[src/rtl/rx_eth_header_parser.sv]
// Ethernet RX header parser: captures dst/src MAC and EtherType from the FIFO byte
// stream, filters on the destination MAC, forwards accepted payload, discards the rest.
module rx_eth_header_parser #(
  parameter bit          ACCEPT_MCAST = 1'b1,
  parameter int unsigned CNT_W        = 16
) (
  input  logic             clk,
  input  logic             rst_n,
  input  logic             in_valid,
  input  logic [7:0]       in_data,
  input  logic             in_last,
  output logic             in_ready,
  input  logic [47:0]      local_mac,
  input  logic             promisc,
  output logic             hdr_valid,
  output logic [47:0]      hdr_dst_mac,
  output logic [47:0]      hdr_src_mac,
  output logic [15:0]      hdr_ethertype,
  output logic             pl_valid,
  output logic [7:0]       pl_data,
  output logic             pl_last,
  input  logic             pl_ready,
  output logic             frame_drop,
  output logic             runt_err,
  output logic [CNT_W-1:0] cnt_ok,
  output logic [CNT_W-1:0] cnt_drop
);

  typedef enum logic [1:0] {S_HDR, S_PAYLOAD, S_DROP} state_e;

  localparam logic [3:0] LAST_HDR_IDX = 4'd13;

  state_e           state_q;
  logic [3:0]       idx_q;
  logic [47:0]      dst_q;
  logic [47:0]      src_q;
  logic [15:0]      type_q;
  logic             hdr_valid_q;
  logic             frame_drop_q;
  logic             runt_err_q;
  logic [CNT_W-1:0] cnt_ok_q;
  logic [CNT_W-1:0] cnt_drop_q;

  logic             in_hs;
  logic             accept;
  logic [CNT_W-1:0] cnt_ok_d;
  logic [CNT_W-1:0] cnt_drop_d;

  always_comb begin
    in_ready = 1'b1;
    pl_valid = 1'b0;
    pl_data  = '0;
    pl_last  = 1'b0;
    if (state_q == S_PAYLOAD) begin
      in_ready = pl_ready;
      pl_valid = in_valid;
      pl_data  = in_data;
      pl_last  = in_last;
    end
  end

  // dst bytes 0..5 are complete long before the filter runs at byte 13
  always_comb begin
    in_hs      = in_valid && in_ready;
    accept     = promisc || (dst_q == local_mac) || (dst_q == '1) ||
                 (ACCEPT_MCAST && dst_q[40]);
    cnt_ok_d   = (&cnt_ok_q)   ? cnt_ok_q   : cnt_ok_q   + CNT_W'(1);
    cnt_drop_d = (&cnt_drop_q) ? cnt_drop_q : cnt_drop_q + CNT_W'(1);
  end

  always_ff @(posedge clk or negedge rst_n) begin
    if (!rst_n) begin
      state_q      <= S_HDR;
      idx_q        <= '0;
      dst_q        <= '0;
      src_q        <= '0;
      type_q       <= '0;
      hdr_valid_q  <= 1'b0;
      frame_drop_q <= 1'b0;
      runt_err_q   <= 1'b0;
      cnt_ok_q     <= '0;
      cnt_drop_q   <= '0;
    end else begin
      hdr_valid_q  <= 1'b0;
      frame_drop_q <= 1'b0;
      runt_err_q   <= 1'b0;
      case (state_q)
        S_HDR: begin
          if (in_hs) begin
            if (idx_q < 4'd6)       dst_q  <= {dst_q[39:0], in_data};
            else if (idx_q < 4'd12) src_q  <= {src_q[39:0], in_data};
            else                    type_q <= {type_q[7:0], in_data};

            if (in_last) begin
              runt_err_q <= 1'b1;
              cnt_drop_q <= cnt_drop_d;
              idx_q      <= '0;
            end else if (idx_q == LAST_HDR_IDX) begin
              idx_q <= '0;
              if (accept) begin
                hdr_valid_q <= 1'b1;
                state_q     <= S_PAYLOAD;
              end else begin
                frame_drop_q <= 1'b1;
                cnt_drop_q   <= cnt_drop_d;
                state_q      <= S_DROP;
              end
            end else begin
              idx_q <= idx_q + 4'd1;
            end
          end
        end
        S_PAYLOAD: begin
          if (in_hs && in_last) begin
            cnt_ok_q <= cnt_ok_d;
            idx_q    <= '0;
            state_q  <= S_HDR;
          end
        end
        S_DROP: begin
          if (in_hs && in_last) begin
            idx_q   <= '0;
            state_q <= S_HDR;
          end
        end
        default: state_q <= S_HDR;
      endcase
    end
  end

  assign hdr_valid     = hdr_valid_q;
  assign hdr_dst_mac   = dst_q;
  assign hdr_src_mac   = src_q;
  assign hdr_ethertype = type_q;
  assign frame_drop    = frame_drop_q;
  assign runt_err      = runt_err_q;
  assign cnt_ok        = cnt_ok_q;
  assign cnt_drop      = cnt_drop_q;

endmodule
[config.mk]
export PLATFORM = sky130hd
export DESIGN_NAME = rx_eth_header_parser
export DESIGN_NICKNAME = d
export VERILOG_FILES = /design/src/rtl/rx_eth_header_parser.sv
export SDC_FILE = /design/constraint.sdc
export NUM_CORES = 1
export LEC_CHECK = 0
export ABC_AREA = 1
export BUFFER_PORTS_ARGS = -buffer_cell sky130_fd_sc_hd__buf_2
export CORE_MARGIN = 10
export CORE_UTILIZATION = 30
export DETAILED_ROUTE_END_ITERATION = 7
export PLACE_DENSITY = 0.61
export SYNTH_ARGS = -nofsm -noshare
export SYNTH_HDL_FRONTEND = slang
export SYNTH_SLANG_ARGS = --single-unit
[constraint.sdc]
create_clock -name clk -period 4.3 [get_ports clk]
set_input_delay 0.86 -clock clk [delete_from_list [all_inputs] [get_ports clk]]
set_output_delay 0.86 -clock clk [all_outputs]
set_load 0.005 [all_outputs]
==> results.md <==
- Clk_skew: 0.0116 ns
- ANT cells: 0
- VDD IR max: approximately 280 uV
- Number of hold buffers added after CTS: 0
- GRT Residual Overflow: 0
- Static Leak: 4.86 nW
- Share of post-route cells with drive strength above 1: 0.251
- Endpoints failing setup: 0
- CP Launch Type: flop
- Layout Nets: approximately 1,100
- Crit path DAT: around 3.1 ns
- HP Class: input port to asynchronous set/reset pin
- Synth top cells by count: nand2_1 (222), dfrtp_1 (153), inv_1 (117)
- Register area share after synthesis: 0.540
- Clock Latency Late Sink: 0.42 ns
- Most area-consuming cells after synthesis: dfrtp_1 (54%), nand2_1 (12%), inv_1 (6.2%)
- Fin Setup TNS: 0 ns
- Initial DRC count: 398
- H-tree Lvls: 4
- Worst setup EP type: flop
- CTS tree: done
- # Post-CTS Setup Buffers: 0
- R2R cell count: 9
- Clock share of power: 0.250
- First-pass detailed-route iteration total: 4
- GRT Overall Usage: 0.142
- IO buf count: 219
- Initial Util: 0.303
- Internal reg-to-reg setup slack: between 1.5 and 2 ns
- Reg clk slew, reported paths: 0.07 ns
- Die Wd: 174 um
- Dpl cells: 1,364
- Crit Reg-Reg Endpoint: hdr_dst_mac[42]
- Comb pwr share: 0.355
- Average wire per standard cell: between 15 and 20 um
- Final hold slack: about 0.44 ns
- Fin cells: ~1,400
- Async SR Flop Fraction: 1.00
- Sw frac: 0.379
- Resized cells post-CTS: 0
- Full die area: 0.0302 mm^2
- Routed WL: 21,400 um
- Worst-Margin Slew: 0.773 ns
- Routed Antenna Nets: 0
- Synth top area share: 0.540
- Worst-path fanout max: 49
- Worst Path Required: 4.64 ns
- First-pass GRT wire length: 34,400 um
- Inserted Clock Buffers: 17
- CP peak stage delay: around 0.48 ns
- Via count: 6,002
- Hpwl dp: 16,200 um
- Die Ht: 174 um
- Shortest period the worst path allows: 2.79 ns
- Flop pwr share: 0.396
- Final hold violation count: 0
- Most instantiated library cell after synthesis: nand2_1
- Max Clock Freq: 358 MHz
- Post-synth top area cell: dfrtp_1
- CTS max path bufs: 2
- Routability Congestion: 0.806
- RSZ-0062 raised after global routing: false
- Pwr/cell area: approximately 710 mW/mm^2
- Ys flop type: dfrtp_1
- CTS root buf: clkbuf_16
- Status: finished clean
- Vias in the first global route: roughly 6,100
- Fin. max-slew vios: 0
- Maximum number of pins on one net before global-route repair: 79
- Avg Vias per Cell: approximately 4.3
- Row count: 56
- Most common cell on crit path: inv_1
- Max-cap viol count: 0
- CP Cell Sequence: ha_1, a21boi_1, inv_1, nor2_2, inv_1, nor2_4, buf_4, nor2_1, a21oi_1
- Core area: 0.0234 mm^2
- Reg2reg start: state_q[0]
- Gate Count Post-Synth: 847
- Unique masters post-synth: 28
- Ys Warns: 0
- Boundary pin count: 220
- CP max stage cell: buf_4
- Drt drc: 0
- Synthesized Nets: 913
- Final Power: 6.48 mW
- Clock sink total: 153
- Yosys reg bits: 153
- P_int: 4.02 mW
- Area Overhead vs Synth: 29.5%
- Antenna violations before repair: 0
- Synthesized area: 0.00709 mm^2
- Slew headroom: 0.485
- Post-synth EDFFs: 0
- Period utilisation layout: 0.649
- Post-Syn Area per Cell: 8.37 um^2
- CP Class: flop to flop
- Psw: 2.46 mW
-- worst max-delay path, delay by kind of cell, from the launching register on --
kind,cells,cell delay [ns]
AOI/OAI and AO/OA,2,0.42
adders and majority gates,1,0.41
buffers and inverters,3,0.76
DFF,1,0.40
and+or+nand+nor,3,0.73
-- power by group through the flow --
stage,registers (mW),logic (mW),clock network (mW)
5_1_grt,2.65,2.66,1.74
3_5_place_dp,2.59,2.35,0
2_1_floorplan,2.52,1.26,0
3_3_place_gp,2.58,2.31,0
4_1_cts,2.57,2.37,1.67
6_report,2.56,2.30,1.62
-- final cells by class --
class	instances	area, um^2
Timing Repair Buffer	225	1160
Clock buffer	20	447
Clock inverter	12	189
Fill cell	2471	14200
Multi-Input combinational cell	548	2710
Inverter	119	447
Tap cell	319	399
Sequential cell	153	3830
-- sequential cells by signal, indices dropped and copies added (netlist names) --
signal,count
hdr_src_mac,48
hdr_ethertype,16
hdr_valid,1
frame_drop,1
cnt_ok,16
idx_q,4
cnt_drop,16
hdr_dst_mac,48
state_q,2
runt_err,1
-- layout by cell type, fill, tap and decap left out, types with 2 or more instances in the layout --
cell and count:
nor2_4 3, buf_2 218, clkinv_4 2, xor2_1 14, xnor2_1 46, ha_1 4, nand2_1 222, clkinvlp_4 3
nor2_1 83, nand3_1 28, o21ai_0 57, nor2_2 3, dfrtp_1 153, a21oi_1 53, o21ai_1 12, inv_6 2
nand4_1 3, buf_4 5, inv_2 2, mux2_2 3, bufinv_16 4, clkbuf_16 17, clkbuf_1 2, nor3_1 8
inv_1 117, nor4_1 2
-- cell families after synthesis --
family / synth area share
compound gates: 0.0926
xor+xnor: 0.0741
fa+ha+maj: 0.00706
buf+inv: 0.0804
flops: 0.540
mux: 0.00476
simple gates: 0.201
-- layer usage --
layer  track usage  share of wire  vias to the layer above
met1         0.177           0.45                     2801
li1              -              -                     3047
met5             0              0                        -
met4        0.0399          0.011                        0
met2         0.233           0.48                      139
met3        0.0453          0.057                       15
-- worst max-delay path by stage --
stage	startpoint	to	slack [ns]
2_1_floorplan	pl_ready	hdr_src_mac[0]	2.21
3_3_place_gp	local_mac[43]	cnt_drop[12]	1.34
3_5_place_dp	local_mac[43]	cnt_drop[0]	1.29
4_1_cts	state_q[0]	hdr_dst_mac[25]	1.46
5_1_grt	state_q[0]	hdr_dst_mac[10]	1.19
6_report	state_q[0]	hdr_dst_mac[42]	1.51
-- stage by stage --
step,instance area [um^2],worst slack [ns],utilization
floorplan,7090,2.21,-
global placement,8550,1.34,0.365
detailed placement,8550,1.29,0.365
CTS,9180,1.46,0.392
global route,9180,1.19,0.392
finish,9180,1.51,0.392
No activity file was read; power rests on OpenSTA's default activity.
